**src/rtl/axppa_error_monitor.sv**
```systemverilog
// axppa_error_monitor: windowed error statistics (count, sum, max of |exact - approx|)
// for an approximate adder under test. Define AXPPA_MON_BIAS_EN to enable the signed bias sum.
module axppa_error_monitor #(
  parameter int WIDTH = 16,
  parameter int CNT_W = 16,
  parameter int ACC_W = 32
) (
  input  logic             clk,
  input  logic             rst,
  input  logic             start,
  input  logic [CNT_W-1:0] win_len,
  input  logic             in_valid,
  output logic             in_ready,
  input  logic [WIDTH-1:0] in_a,
  input  logic [WIDTH-1:0] in_b,
  input  logic             in_cin,
  input  logic [WIDTH:0]   in_sum,
  output logic             busy,
  output logic             rep_valid,
  input  logic             rep_ready,
  output logic [CNT_W-1:0] err_cnt,
  output logic [ACC_W-1:0] sum_ed,
  output logic [WIDTH:0]   max_ed,
  output logic [ACC_W-1:0] bias_sum
);
  typedef enum logic [1:0] {IDLE, ACCUM, DRAIN, REPORT} state_t;

  typedef struct packed {
    logic           vld;
    logic [WIDTH:0] exact;
    logic [WIDTH:0] approx;
  } smp_t;

  state_t           state, state_nxt;
  smp_t             s1;
  logic [CNT_W-1:0] win_q, acc_cnt;
  logic             accept, clear;
  logic [WIDTH:0]   exact;
  logic [WIDTH+1:0] diff;
  logic [WIDTH:0]   ed;
  logic [ACC_W:0]   sum_ext;

  assign exact     = {1'b0, in_a} + {1'b0, in_b} + {{WIDTH{1'b0}}, in_cin};
  assign accept    = in_valid && in_ready;
  assign clear     = (state == IDLE) && start;
  assign in_ready  = (state == ACCUM) && (acc_cnt < win_q);
  assign busy      = (state != IDLE);
  assign rep_valid = (state == REPORT);

  // Stage-2 arithmetic: two's-complement E - approx and its magnitude.
  assign diff    = {1'b0, s1.exact} - {1'b0, s1.approx};
  assign ed      = diff[WIDTH+1] ? (~diff[WIDTH:0] + (WIDTH+1)'(1)) : diff[WIDTH:0];
  assign sum_ext = {1'b0, sum_ed} + {{(ACC_W-WIDTH){1'b0}}, ed};

  // A zero-length window still passes through DRAIN so report latency matches
  // the normal two-cycle path.
  always_comb begin
    state_nxt = state;
    case (state)
      IDLE:    if (start) state_nxt = (win_len == '0) ? DRAIN : ACCUM;
      ACCUM:   if (accept && (acc_cnt + CNT_W'(1) == win_q)) state_nxt = DRAIN;
      DRAIN:   state_nxt = REPORT;
      REPORT:  if (rep_ready) state_nxt = IDLE;
      default: state_nxt = IDLE;
    endcase
  end

  always_ff @(posedge clk) begin
    if (rst) begin
      state   <= IDLE;
      s1      <= '0;
      win_q   <= '0;
      acc_cnt <= '0;
      err_cnt <= '0;
      sum_ed  <= '0;
      max_ed  <= '0;
    end else begin
      state  <= state_nxt;
      s1.vld <= accept;
      if (accept) begin
        s1.exact  <= exact;
        s1.approx <= in_sum;
      end
      if (clear) begin
        win_q   <= win_len;
        acc_cnt <= '0;
        err_cnt <= '0;
        sum_ed  <= '0;
        max_ed  <= '0;
      end else begin
        if (accept) acc_cnt <= acc_cnt + CNT_W'(1);
        if (s1.vld) begin
          if (ed != '0) err_cnt <= err_cnt + CNT_W'(1);
          sum_ed <= sum_ext[ACC_W] ? '1 : sum_ext[ACC_W-1:0];
          if (ed > max_ed) max_ed <= ed;
        end
      end
    end
  end

`ifdef AXPPA_MON_BIAS_EN
  logic [ACC_W-1:0] bias_q;
  logic [ACC_W:0]   bias_nxt;

  assign bias_nxt = {bias_q[ACC_W-1], bias_q} + {{(ACC_W-WIDTH-1){diff[WIDTH+1]}}, diff};

  // Overflow shows as disagreement between the guard bit and the sign bit.
  always_ff @(posedge clk) begin
    if (rst || clear) begin
      bias_q <= '0;
    end else if (s1.vld) begin
      if (bias_nxt[ACC_W] != bias_nxt[ACC_W-1])
        bias_q <= bias_nxt[ACC_W] ? {1'b1, {(ACC_W-1){1'b0}}} : {1'b0, {(ACC_W-1){1'b1}}};
      else
        bias_q <= bias_nxt[ACC_W-1:0];
    end
  end

  assign bias_sum = bias_q;
`else
  assign bias_sum = '0;
`endif

endmodule

```
**config.mk**
```make
export PLATFORM = sky130hd
export DESIGN_NAME = axppa_error_monitor
export DESIGN_NICKNAME = d
export VERILOG_FILES = /design/src/rtl/axppa_error_monitor.sv
export SDC_FILE = /design/constraint.sdc
export NUM_CORES = 1
export LEC_CHECK = 0
export CELL_PAD_IN_SITES_DETAIL_PLACEMENT = 0
export CELL_PAD_IN_SITES_GLOBAL_PLACEMENT = 1
export CORE_UTILIZATION = 36
export CTS_BUF_LIST = sky130_fd_sc_hd__clkbuf_4 sky130_fd_sc_hd__clkbuf_8 sky130_fd_sc_hd__clkbuf_16
export CTS_CLUSTER_SIZE = 16
export DETAILED_ROUTE_END_ITERATION = 10
export PLACE_DENSITY_LB_ADDON = 0.25
export SYNTH_ARGS = -nofsm -noshare
export SYNTH_HDL_FRONTEND = slang
export SYNTH_SLANG_ARGS = --single-unit
export TNS_END_PERCENT = 5
```
**constraint.sdc**
```tcl
create_clock -name clk -period 5.25 [get_ports clk]
set_input_delay 1.3125 -clock clk [delete_from_list [all_inputs] [get_ports clk]]
set_output_delay 1.3125 -clock clk [all_outputs]
set_load 0.02 [all_outputs]
```
* Yosys cells after proc, flatten, opt, wreduce, memory -nomap -nowiden
Index checks and enable logic that the tools add are counted.
** Word-level totals
- Bits in registers :: 134
- Bits of input ports :: 71
- Output and inout port bits :: 100
- Logic and storage cells :: 45
** Operators by class
- Add/subtract/negate cells :: 7
- Order comparisons :: 2
- Equality and inequality tests :: 7
- Multiplexer cells :: 7
- Bitwise gates (word level) :: 1
- Reduce and logical (&&, ||, !) cells :: 12
** Operator list (number)
- $add 32x17->33 :: 1
- $add 16x1->16 const B :: 2
- $mux 32 :: 1
- $sub 17x17->18 :: 1
- $add 16x16->17 :: 1
- $add 17x1->17 :: 1
- $add 17x1->17 const B :: 1
- $gt 17x17->1 :: 1
- $mux 17 :: 1
- $not 17->17 :: 1
- $reduce_bool 17->1 :: 1
- $eq 16x16->1 :: 1
- $logic_not 16->1 :: 1
- $lt 16x16->1 :: 1
- $mux 2 :: 4
- $pmux 2 s4 :: 1
- $eq 2x2->1 const B :: 2
- $logic_and 1x1->1 :: 4
- $ne 2x1->1 const B :: 2
- $reduce_and 2->1 :: 2
- $reduce_and 3->1 :: 1
- $eq 2x1->1 const B :: 1
- $logic_not 2->1 :: 1
- $ne 2x2->1 const B :: 1
- 2 further kinds :: 2

* Logic depth before layout (Yosys ltp)
- Depth after elaboration :: 6
- Mapped depth :: 25
- Mapped depth without buffers :: 22

* Worst setup path after synthesis
No wires, ideal clock.
- Kind :: register to register
- Start point :: reg s1[8] in the netlist's numbering
- End point :: reg sum_ed[29]
- Data arrival time :: 4913 ps
- Data required time :: 5164 ps
- Setup slack :: 251 ps
- Cell stages (with the launch flop) :: 24
- Clock period less this slack :: 4999 ps
- Cell sequence :: dfxtp_1 -> inv_1 -> ha_1 -> clkbuf_1 -> nand2_1 -> nor4_1 -> o21ai_1 -> a21boi_1 -> a41oi_1 -> buf_2 -> o21ai_0 -> inv_1 -> fa_1 -> nor2b_1 -> o21ai_0 -> a21boi_0 -> o21ai_0 -> a21oi_1 -> a311o_1 -> nand2_1 -> o211ai_1 -> nand2_1 -> and2_1 -> a211oi_1
** Between the ends
- Elaborated cells on any way between the ends :: 6
** RTL lines
- start, declared :: RTL line 35 : smp_t s1;
- $sub 17x17->18 :: RTL line 51 : assign diff = {1'b0, s1.exact} - {1'b0, s1.approx};
- $mux 17 :: RTL line 52 : assign ed = diff[WIDTH+1] ? (~diff[WIDTH:0] + (WIDTH+1)'(1)) : diff[WIDTH:0];
- via ed[1] :: RTL line 40 : logic [WIDTH:0] ed;
- $add 32x17->33 :: RTL line 53 : assign sum_ext = {1'b0, sum_ed} + {{(ACC_W-WIDTH){1'b0}}, ed};
- $mux 32 :: RTL line 94 : sum_ed <= sum_ext[ACC_W] ? '1 : sum_ext[ACC_W-1:0];
- end signal, assigned :: RTL line 94
- end, declared :: RTL line 22 : output logic [ACC_W-1:0] sum_ed,
The timed path passes the listed nets, and every way through them passes these cells.
A chain may end at the register's enable or synchronous reset.

* Worst setup path after layout
- Start point :: reg s1[12] in the netlist's numbering
- End point :: reg sum_ed[29]
The elaborated chain is that of the path after synthesis.

==> impl_metrics.env <==
export IMPL_flow_area_growth_from_synthesis_pct=25.1
export IMPL_syn_cell_area_sq_mm=0.00984
export IMPL_grt_pass1_vias=8317
export IMPL_cts_tree="done"
export IMPL_synth_ff_type="dfxtp_1"
export IMPL_worst_ep_arrival_time_ns=5.17
export IMPL_drc=1
export IMPL_holdBufCountCts=0
export IMPL_skew_ns=0.0173
export IMPL_synth_area_leader_cell="dfxtp_1"
export IMPL_syn_area_per_cell_sq_um=7.87
export IMPL_crit_fanout=13
export IMPL_synth_seq_cells=134
export IMPL_nets=1568
export IMPL_coreArea_sq_mm=0.0269
export IMPL_clock_fmax_ghz=0.207
export IMPL_place_area_sq_mm=0.0116
export IMPL_cts_htree_levels=4
export IMPL_fin_setup_tns_ns=0
export IMPL_final_layout_size_suffix_gt1_frac=0.0891
export IMPL_required_ns=5.59
export IMPL_rsz0062_at_grt="yes"
export IMPL_netlist_instances=1250
export IMPL_io_buffers=138
export IMPL_firstDrtPassIters=8
export IMPL_final_hold_violation_count=0
export IMPL_p_leak_nw=4.75
export IMPL_num_vias=8981
export IMPL_nFillCells=2753
export IMPL_status="complete, but fails checks"
export IMPL_drt_iter0_drc=432
export IMPL_cts_made_buffers=17
export IMPL_netlist_area_leader_share=0.273
export IMPL_setup_viol_count_final=0
export IMPL_die_h_um=167
export IMPL_gp_congestion=0.864
export IMPL_grt_first_pass_wirelength_um=41600
export IMPL_place_hpwl_um=19300
export IMPL_violations="DRC"
export IMPL_finalNonFillerCells=1755
export IMPL_finalCriticalPeriod_ns=4.82
export IMPL_clockRootBuffer="clkbuf_16"
export IMPL_wl_um=24600
export IMPL_antenna_found_initial=0
export IMPL_slew_viol_final=0
export IMPL_p_per_area_mw_per_mm2=714
export IMPL_clk_pin_slew_ns=0.07
export IMPL_vdd_drop_max_uv=382
export IMPL_synth_area_leaders="dfxtp_1 27%, ha_1 12%, nand2_1 6.2%"
export IMPL_clock_latency_ns=0.43
export IMPL_finish_utilization=0.458
export IMPL_maxSlewHeadroom=0.290
export IMPL_rows=60
export IMPL_clockBufferDepth=2
export IMPL_grt_max_degree=48
export IMPL_synth_edf_count=0
export IMPL_grt_util_all_layers=0.181
export IMPL_vias_per_cell=5.12
export IMPL_wl_per_cell_um=14.0
export IMPL_ys_warn_count=0
export IMPL_grt_ovfl_total=0
export IMPL_multi_input_area_sq_mm=0.00655
export IMPL_min_path_type="flop to flop"
export IMPL_worst_setup_path_end_kind="flop"
export IMPL_final_area_sq_mm=0.0123
export IMPL_post_route_period_util=0.919
export IMPL_die_w_um=167
export IMPL_crit_type="flop to flop"
export IMPL_die_area_sq_mm=0.0280
export IMPL_initial_core_util=0.366
export IMPL_antenna_cells=0
export IMPL_dp_cells=1719
export IMPL_pin_count=171
export IMPL_cts_sinks=134
export IMPL_ys_types=78
export IMPL_async_flop_share=0
export IMPL_ant_nets=0
export IMPL_cp_start_kind="flop"
export IMPL_drv_cap=0
export IMPL_tightest_slew_ns=1.06
export IMPL_ff_latch_area_sq_mm=0.00268
export IMPL_ys_seq_area_frac=0.273
[registers in the layout, indices dropped and copies added (netlist names)]
name     count
acc_cnt     16
err_cnt     16
max_ed      17
s1          35
state        2
sum_ed      32
win_q       16
[worst max-delay path, stage by stage, from the launching register on]
cell and delay, ns:
dfxtp_1 0.32, inv_1 0.05, ha_1 0.42, nand4_1 0.17
nor4_1 0.36, o21ai_1 0.16, a21boi_2 0.22, a41o_1 0.30
buf_4 0.24, nor2_1 0.08, xnor2_1 0.15, buf_4 0.16
ha_1 0.31, o21ai_0 0.09, nand2_1 0.07, a31oi_1 0.12
o31ai_1 0.37, o311ai_1 0.14, a41oi_1 0.34, and3_1 0.28
buf_4 0.14, a21oi_1 0.06, a211oi_1 0.19
[final timing paths]
path	from	end	slack (ns)	cells after the start
max	s1[12]	sum_ed[29]	0.43	22
min	s1[2]	s1[2]	0.45	2
max reg2reg	s1[12]	sum_ed[29]	0.43	22
min reg2reg	s1[2]	s1[2]	0.45	2
[through the flow]
stage | setup slack, ns | total power, mW | hold WS, ns
2_1_floorplan | 0.251 | 5.78 | 0.436
3_3_place_gp | 0.141 | 7.42 | 0.443
3_5_place_dp | 0.120 | 7.45 | 0.447
4_1_cts | 0.0987 | 8.65 | 0.456
5_1_grt | -0.0229 | 9.67 | 0.476
6_report | 0.427 | 8.79 | 0.455
[cells in the final DEF (no fill, tap or decap), types with 6 or more instances in the layout]
cell | netlist | routed
a211oi_1 | 15 | 14
a21o_1 | 15 | 15
a21oi_1 | 117 | 115
a31oi_1 | 13 | 13
and2_1 | 12 | 12
and3_1 | 19 | 19
buf_4 | 36 | 45
clkbuf_16 | 0 | 17
clkdlybuf4s50_1 | 0 | 137
conb_1 | 1 | 32
dfxtp_1 | 134 | 134
ha_1 | 92 | 91
inv_1 | 90 | 90
mux2i_1 | 19 | 19
nand2_1 | 162 | 162
nand2b_1 | 8 | 7
nand3_1 | 29 | 29
nand3b_1 | 6 | 6
nand4_1 | 23 | 23
nor2_1 | 74 | 73
nor2b_1 | 12 | 12
nor3_1 | 18 | 17
nor4_1 | 8 | 8
o211ai_1 | 12 | 12
o21a_1 | 14 | 14
o21ai_0 | 47 | 45
o21ai_1 | 15 | 16
o21bai_1 | 6 | 6
o221a_2 | 17 | 17
or3_1 | 25 | 25
or4_1 | 6 | 6
xnor2_1 | 57 | 52
xor2_1 | 32 | 30
[kinds of logic (layout without fill, tap and decap cells)]
group,count (synthesis),in the layout,share of synthesized area
multiplexers,20,20,0.0205
buffers and inverters,174,307,0.0820
flip-flops,134,134,0.273
AND/OR/NAND/NOR,419,419,0.208
AO/OA/AOI/OAI,315,315,0.208
XOR/XNOR,91,91,0.0837
adder cells (fa/ha/maj),96,96,0.125
other,1,32,0.000381
[synth_stat cells (all sizes together) (8+ instances only)]
cell type	count
nand2	162
dfxtp	134
a21oi	118
ha	92
inv	91
nor2	74
o21ai	62
xnor2	58
buf	43
clkbuf	40
xor2	33
nand3	29
or3	25
nand4	24
nor3	20
and3	19
mux2i	19
o221a	17
a211oi	16
a21o	15
a31oi	15
o21a	14
and2	13
nor2b	12
o211ai	12
nand2b	8
nor4	8
[routing by layer]
metal  wire length, um  vias up  GRT usage
met5                 0        -          0
met4               414        0     0.0574
met3               832       29     0.0291
met2             10600      185      0.280
met1             12800     4095      0.256
li1                  -     4672          -
[area by class of cell]
cell class                      count  area share
Clock buffer                       18      0.0357
Clock inverter                     14      0.0105
Inverter                           91      0.0278
Multi-Input combinational cell    973       0.533
Sequential cell                   134       0.218
Tap cell                          341      0.0347
Timing Repair Buffer              184       0.141
[timing repair]
item,CTS,global route
endpoints found under the setup margin,0,49
gates resized for setup,0,17
setup buffers,0,4
[power breakdown]
group / switching (mW) / internal (mW)
combinational: 3.65 / 2.78
sequential: 0.0803 / 1.12
clock: 0.526 / 0.638
total: 4.26 / 4.53
No activity file was read; power rests on OpenSTA's default activity.
